$ cat src/rtl/stack_pkg.sv
// Shared defaults and FSM encoding for the stack controller.
package stack_pkg;
  localparam int STK_DEPTH = 1024;
  localparam int STK_AW    = 10;
  localparam int STK_DW    = 4;

  typedef enum logic [1:0] {
    IDLE       = 2'd0,
    RD_ISSUE   = 2'd1,
    RD_CAPTURE = 2'd2
  } state_t;
endpackage

$ cat src/rtl/stack_ctrl.sv
// LIFO controller over an external single-port RAM; 3-cycle pop, 1-cycle push.
// Optional sticky overflow/underflow flags are built when STACK_CTRL_ERR_EN is defined.
import stack_pkg::*;

module stack_ctrl #(
  parameter int DEPTH = STK_DEPTH,
  parameter int AW    = STK_AW,
  parameter int DW    = STK_DW
) (
  input  logic          clk,
  input  logic          rst_n,
  input  logic          clear,
  input  logic          push_valid,
  input  logic [DW-1:0] push_data,
  output logic          push_ready,
  input  logic          pop_valid,
  output logic          pop_ready,
  output logic          pop_dvalid,
  output logic [DW-1:0] pop_data,
  output logic [AW:0]   level,
  output logic          empty,
  output logic          full,
  output logic [AW-1:0] ram_addr,
  output logic          ram_ce,
  output logic          ram_we,
  output logic [DW-1:0] ram_di,
  input  logic [DW-1:0] ram_do,
  output logic          ovf_err,
  output logic          unf_err
);
  localparam logic [AW:0] FULL_LVL = (AW+1)'(DEPTH);
  localparam logic [AW:0] ONE      = (AW+1)'(1);

  state_t        r_state;
  logic [AW:0]   r_sp;
  logic          r_clr_pend;
  logic          r_dvalid;
  logic [DW-1:0] r_pop_data;
  logic [AW-1:0] r_addr;
  logic          r_ce;
  logic          r_we;
  logic [DW-1:0] r_di;

  logic          w_idle;
  logic          w_empty;
  logic          w_full;
  logic          w_push_acc;
  logic          w_pop_acc;
  logic [AW:0]   w_sp_dec;

  assign w_idle     = (r_state == IDLE);
  assign w_empty    = (r_sp == '0);
  assign w_full     = (r_sp == FULL_LVL);
  assign push_ready = w_idle & ~w_full & ~pop_valid & ~clear;
  assign pop_ready  = w_idle & ~w_empty & ~clear;
  assign w_push_acc = push_valid & push_ready;
  assign w_pop_acc  = pop_valid & pop_ready;
  assign w_sp_dec   = r_sp - ONE;

  always_ff @(posedge clk) begin
    if (!rst_n) begin
      r_state    <= IDLE;
      r_sp       <= '0;
      r_clr_pend <= 1'b0;
      r_dvalid   <= 1'b0;
      r_pop_data <= '0;
      r_addr     <= '0;
      r_ce       <= 1'b0;
      r_we       <= 1'b0;
      r_di       <= '0;
    end else begin
      r_ce     <= 1'b0;
      r_we     <= 1'b0;
      r_di     <= '0;
      r_dvalid <= 1'b0;
      unique case (r_state)
        IDLE: begin
          if (clear) begin
            r_sp <= '0;
          end else if (w_pop_acc) begin
            // Read address is the post-decrement pointer: the top entry.
            r_sp    <= w_sp_dec;
            r_ce    <= 1'b1;
            r_addr  <= w_sp_dec[AW-1:0];
            r_state <= RD_ISSUE;
          end else if (w_push_acc) begin
            r_sp   <= r_sp + ONE;
            r_ce   <= 1'b1;
            r_we   <= 1'b1;
            r_addr <= r_sp[AW-1:0];
            r_di   <= push_data;
          end
        end
        RD_ISSUE: begin
          if (clear) r_clr_pend <= 1'b1;
          r_state <= RD_CAPTURE;
        end
        RD_CAPTURE: begin
          // A flush seen mid-read is applied only once the word is delivered.
          r_pop_data <= ram_do;
          r_dvalid   <= 1'b1;
          r_clr_pend <= 1'b0;
          if (clear | r_clr_pend) r_sp <= '0;
          r_state    <= IDLE;
        end
        default: r_state <= IDLE;
      endcase
    end
  end

  assign level      = r_sp;
  assign empty      = w_empty;
  assign full       = w_full;
  assign pop_dvalid = r_dvalid;
  assign pop_data   = r_pop_data;
  assign ram_addr   = r_addr;
  assign ram_ce     = r_ce;
  assign ram_we     = r_we;
  assign ram_di     = r_di;

`ifdef STACK_CTRL_ERR_EN
  logic r_ovf;
  logic r_unf;

  always_ff @(posedge clk) begin
    if (!rst_n) begin
      r_ovf <= 1'b0;
      r_unf <= 1'b0;
    end else if (clear) begin
      r_ovf <= 1'b0;
      r_unf <= 1'b0;
    end else if (w_idle) begin
      if (push_valid & w_full)  r_ovf <= 1'b1;
      if (pop_valid  & w_empty) r_unf <= 1'b1;
    end
  end

  assign ovf_err = r_ovf;
  assign unf_err = r_unf;
`else
  assign ovf_err = 1'b0;
  assign unf_err = 1'b0;
`endif
endmodule

$ cat config.mk
export PLATFORM = sky130hd
export DESIGN_NAME = stack_ctrl
export DESIGN_NICKNAME = d
export VERILOG_FILES = /design/src/rtl/stack_pkg.sv /design/src/rtl/stack_ctrl.sv
export SDC_FILE = /design/constraint.sdc
export NUM_CORES = 1
export LEC_CHECK = 0
export CAP_MARGIN = 20
export CELL_PAD_IN_SITES_DETAIL_PLACEMENT = 1
export CELL_PAD_IN_SITES_GLOBAL_PLACEMENT = 1
export CORE_AREA = 2 2 78 80
export CTS_BUF_LIST = sky130_fd_sc_hd__clkbuf_16
export CTS_CLUSTER_DIAMETER = 80
export DETAILED_ROUTE_END_ITERATION = 8
export DIE_AREA = 0 0 80 82
export PLACE_DENSITY_LB_ADDON = 0.1
export REMOVE_ABC_BUFFERS = 1
export SLEW_MARGIN = 20
export SYNTH_ARGS = -nofsm -noshare
export SYNTH_HDL_FRONTEND = slang
export SYNTH_SLANG_ARGS = --single-unit
$ cat constraint.sdc
create_clock -name clk -period 2.95 [get_ports clk]
set_input_delay 0.4425 -clock clk [delete_from_list [all_inputs] [get_ports clk]]
set_output_delay 0.4425 -clock clk [all_outputs]
set_load 0.02 [all_outputs]
==> results of run 1 <==
-- through the flow --
stage	std cells	area (sq um)	hold WS [ps]	utilization (%)	setup WS, ps
2_1_floorplan	211	1810	447	-	528
3_3_place_gp	348	2490	440	43.4	281
3_5_place_dp	348	2490	453	43.4	253
4_1_cts	356	2660	461	46.2	65.3
5_1_grt	356	2660	500	46.3	64.6
6_report	356	2660	459	46.3	157
-- worst max path at each step --
stage / from / to / slack, ps
after global placement: clear / level[4] / 280
after detailed placement: clear / level[4] / 250
after global routing: level[4] / push_ready / 60
final: level[4] / push_ready / 160
after CTS: level[0] / push_ready / 70
after floorplan: level[0] / level[7] / 530
-- logic make-up after synthesis --
group,Yosys count,share of synthesized area [%]
XOR/XNOR,1,0.457
other,1,0.196
adder cells (fa/ha/maj),2,1.30
multiplexers,4,2.09
buffers and inverters,26,7.04
AND/OR/NAND/NOR,88,25.6
flip-flops,35,36.5
AO/OA/AOI/OAI,72,26.7
-- timing repair --
action                                 CTS  global route
gates resized for setup                  0             1
setup endpoints to repair                0             2
endpoints found under the hold margin    0             0
-- cell type report --
type | count | area [sq um] | share of cell area (%)
clock buffers | 5 | 125 | 4.70
clock inverters | 3 | 38.8 | 1.46
inverters | 7 | 26.3 | 0.987
multi-input cells | 169 | 1090 | 41.0
flip-flops and latches | 35 | 701 | 26.3
well taps | 75 | 93.8 | 3.53
repair buffers | 62 | 586 | 22.0
-- sequential cells by signal (all words and copies together) (netlist names) --
register	count
ram_di	4
pop_dvalid	1
ram_ce	1
ram_addr	10
ram_we	1
pop_data	4
level	11
r_clr_pend	1
r_state	2
-- cells in the mapped netlist (3+ instances only) --
cell type and n:
o21ai_0 9, a31oi_1 4, and3_1 6, dfxtp_1 35
clkbuf_1 6, nor2_1 25, a32oi_1 3, buf_4 4
nand2b_1 4, a21oi_1 17, o31ai_1 3, a211oi_1 3
inv_1 5, o211ai_1 3, nand2_1 12, nor3_1 11
buf_2 4, nor3b_1 4, nand3_1 4, a21oi_2 3
and2_1 5, o21ai_1 4, mux2i_1 4
-- power by group through the flow --
stage	combinational (uW)	clock, uW	sequential [uW]
6_report	1730	593	681
3_3_place_gp	1720	0	689
2_1_floorplan	856	0	873
4_1_cts	1730	604	681
3_5_place_dp	1710	0	690
5_1_grt	1890	629	697
-- tightest hold or removal path: stages, from the launching register on --
cell and delay, ps:
dfxtp_1 310, nand2_1 50, a21oi_1 50
-- metal layers --
layer  share of wire, %  global-route usage (%)  routed length (um)
met1                 45                    26.0                2800
met5                  0                       0                   0
met4                1.2                    4.75                  74
met2                 49                    35.4                3060
met3                4.7                    4.51                 295
==> reports/metrics.yaml, run 1 <==
sta:
  fin_crit_ps: 2790
  slew_headroom_pct: 51.8
  maxSlewViolCount: 0
  fin_tns_setup_ps: 0
  fin_crit_sh_pct: 94.7
  skew_ps: 3.69
  rsz0062_at_grt: "no"
  finalHoldViolCount: 0
  setup_viol_count_final: 0
  fmax_mhz: 358
  worst_pin_slew_ps: 718
final_layout:
  drive_above_1_share_pct: 12.1
  fillerInstances: 713
  final_nets: 295
  antenna_cells: 0
  final_common_cell: "clkdlybuf4s50_1"
  area_delta_synth_final_pct: 38.7
  layout_common_cells: "clkdlybuf4s50_1 (48), dfxtp_1 (35), nor2_1 (25), a21oi_1 (17), buf_4 (14)"
floorplan:
  die_h_um: 82
  initial_core_util_pct: 33.4
  ios: 51
  core_area_sq_um: 5750
  die_area_sq_um: 6560
  row_count: 28
  die_w_um: 80
global_routing:
  antenna_found_initial: 0
  grt_usage_pct: 20.5
  grt_pass1_vias: 2033
  grt_overflow_total: 0
  grt_max_degree: 27
  grt_pass1_wl_mm: 10.3
clock_network:
  cts_buffer_depth: 2
  clk_pin_slew_ps: 60
  root_buffer: "clkbuf_16"
  numCtsBuffers: 5
  hold_buffers: 0
  htreeDepth: 2
  post-cts-setup-buffers: 0
  cts_tree: "yes"
  clock-sinks: 35
  clkLatencyLatePin_ps: 280
yosys:
  synth.distinct_cells: 63
  synth_warnings: 0
  synth.avg_cell_area_sq_um: 8.38
  synth_top_cell_by_area: "dfxtp_1"
  yosys_most_used_dff: "dfxtp_1"
  synth_edf_count: 0
  ys_top_cells_by_area: "dfxtp_1 (37%), nor2_1 (4.9%), a21oi_1 (4.4%)"
  synth_area_sq_um: 1920
  async_flop_share_pct: 0
  syn_inst: 229
  synth_seq_area_share_pct: 36.5
  yosysTopAreaCellShare_pct: 36.5
  synth_seq_cells: 35
power:
  p_leak_uw: 0.000956
  p_total_uw: 3000
  switchingPower_uw: 1300
  p_per_area_nw_per_um2: 1130
  pwr-share-clk_pct: 19.7
  netSwitchingFraction_pct: 43.2
  combPwrFrac_pct: 57.6
  ir_drop_v: 0.000437
  p_seq_share_pct: 22.7
  p_int_uw: 1710
setup_path:
  critPathMaxFanout: 8
  crit_family: "simple AND/OR/NAND/NOR gates"
  crit_path_start_kind: "flip-flop"
  max_stage_delay_ps: 530
  cp_slowest_cell: "clkdlybuf4s50_1"
  crit_cells: 5
  worstPathRequired_ps: 2510
  endpoint_kind: "output pin"
  r2r_end: "level[4]"
  crit_type: "flip-flop to output pin"
  path_cells: "nor4_4 > nand4_2 > buf_4 > and2_1 > clkdlybuf4s50_1"
  rr_startpoint: "level[8]"
  worstRegToRegCells: 5
  critical_path_arrival_ps: 2350
  crit_buf_inv: 2
  rrSetupSlack_ps: 580
drt:
  initialDrtViolationCount: 131
  drc: 0
  ant_nets: 0
  first_pass_iters: 4
  vias: 1962
  wl_per_cell_um: 17.5
  routed_wl_mm: 6.24
  viasPerCell: 5.51
run:
  drv_cap: 0
placement:
  portBuffers: 48
  post-dp-hpwl_mm: 4.49
  gp_congestion: 0.862
hold_path:
  min_delay_path_depth: 2
  worstHoldStart: "ram_addr[7]"
  hp-class: "flip-flop to flip-flop"
  whs_endpoint: "ram_addr[7]"
status:
  outcome: "finished clean"
(Power assumes the default switching activity.)
==> run 2: changes to the inputs <==
==> constraint.sdc (replaced) <==
create_clock -name clk -period 2.95 [get_ports clk]
set_input_delay 0.59 -clock clk [delete_from_list [all_inputs] [get_ports clk]]
set_output_delay 0.59 -clock clk [all_outputs]
set_load 0.02 [all_outputs]
==> reports/metrics.yaml, run 2 (synthesis gave the netlist of run 1 again) <==
final_layout:
  antenna_cells: 0
  area_delta_synth_final_pct: 42.3
  final_cells: 362
  seqCellArea_sq_um: 701
  drive_above_1_share_pct: 13.9
  layout_common_cells: "clkdlybuf4s50_1 (48), dfxtp_1 (35), nor2_1 (25), buf_4 (20), a21oi_1 (17)"
  multi_input_area_sq_um: 1090
  largest_reg_flops: 11
  final_nets: 301
  final_common_cell: "clkdlybuf4s50_1"
  fillerInstances: 698
global_routing:
  grt_overflow_total: 0
  grt_usage_pct: 20.9
  grt_pass1_wl_mm: 10.4
  grt_max_degree: 27
  antenna_found_initial: 0
  grt_pass1_vias: 2033
placement:
  placed_cells: 354
  gp_congestion: 0.862
  portBuffers: 48
  post-dp-hpwl_mm: 4.62
  place_ws_ps: 174
floorplan:
  die_area_sq_um: 6560
  die_w_um: 80
  ios: 51
  core_area_sq_um: 5750
  row_count: 28
  initial_core_util_pct: 33.4
  die_h_um: 82
sta:
  setup_viol_count_final: 0
  fin_crit_ps: 2790
  timing.final.ws_setup_ps: 161
  fmax_mhz: 359
  fin_tns_setup_ps: 0
  maxSlewViolCount: 0
  slew_headroom_pct: 54.5
  skew_ps: 6.45
  fin_crit_sh_pct: 94.6
  finalHoldViolCount: 0
  worst_hold_slack_ps: 458
  rsz0062_at_grt: "no"
  worst_pin_slew_ps: 673
setup_path:
  critPathMaxFanout: 3
  endpoint_kind: "output pin"
  crit_path_start_kind: "flip-flop"
  worstPathRequired_ps: 2360
  crit_type: "flip-flop to output pin"
  critical_path_arrival_ps: 2200
drt:
  routed_wl_mm: 6.41
  drc: 0
  wl_per_cell_um: 17.7
  first_pass_iters: 4
  vias: 1996
  viasPerCell: 5.51
  ant_nets: 0
  initialDrtViolationCount: 120
clock_network:
  post-cts-setup-buffers: 0
  cts.repair.resized: 0
  cts_tree: "yes"
  root_buffer: "clkbuf_16"
  htreeDepth: 2
  numCtsBuffers: 5
  clk_pin_slew_ps: 60
  cts_buffer_depth: 2
  clock-sinks: 35
  clkLatencyLatePin_ps: 280
  hold_buffers: 0
power:
  p_leak_uw: 0.000988
  p_total_uw: 3200
  p_per_area_nw_per_um2: 1170
  ir_drop_v: 0.000488
hold_path:
  hp-class: "flip-flop to flip-flop"
run:
  drv_cap: 0
status:
  outcome: "finished clean"
run 2: cell type report:
class                   count  share of cell area (%)
clock buffers               5                    4.58
repair buffers             68                    23.1
inverters                   7                   0.962
clock inverters             3                    2.47
multi-input cells         169                    39.8
flip-flops and latches     35                    25.7
well taps                  75                    3.44
run 2: through the flow:
stage | util, % | cell area [sq um]
3_3_place_gp | 44.2 | 2540
6_report | 47.5 | 2730
4_1_cts | 47.5 | 2730
3_5_place_dp | 44.2 | 2540
5_1_grt | 47.5 | 2730
2_1_floorplan | - | 1810
run 2: critical path, stage by stage, from the launching register on:
cell and delay (ps):
dfxtp_1 320, inv_1 120, ha_1 210, nor3b_1 320
nand4_2 220, and2_1 190, clkdlybuf4s50_1 530
run 2: worst paths after layout:
check         startpoint          end  slack (ps)  cells after the start
max             level[0]   push_ready         160                      6
min          ram_addr[7]  ram_addr[7]         460                      2
max reg2reg     level[0]     level[5]         650                     10
min reg2reg  ram_addr[7]  ram_addr[7]         460                      2
run 2: report_power, final:
part	internal [uW]	switching [uW]	total, uW
Combinational	792	1010	1800
Sequential	591	117	708
Clock	484	208	692
run 2: per-layer routing:
layer | global-route usage, % | wire, um
met2 | 33.8 | 2980
met4 | 8.31 | 98
met5 | 0 | 0
met3 | 3.63 | 346
met1 | 27.7 | 2980
==> run 3: changes to the inputs <==
--- a/config.mk
+++ b/config.mk
@@ -13,6 +13,7 @@
 export CTS_CLUSTER_DIAMETER = 80
 export DETAILED_ROUTE_END_ITERATION = 8
 export DIE_AREA = 0 0 80 82
+export HOLD_SLACK_MARGIN = 0.15
 export PLACE_DENSITY_LB_ADDON = 0.1
 export REMOVE_ABC_BUFFERS = 1
 export SLEW_MARGIN = 20
==> results of run 3 <==
The final DEF is identical to that of run 2; final timing and power are the same.
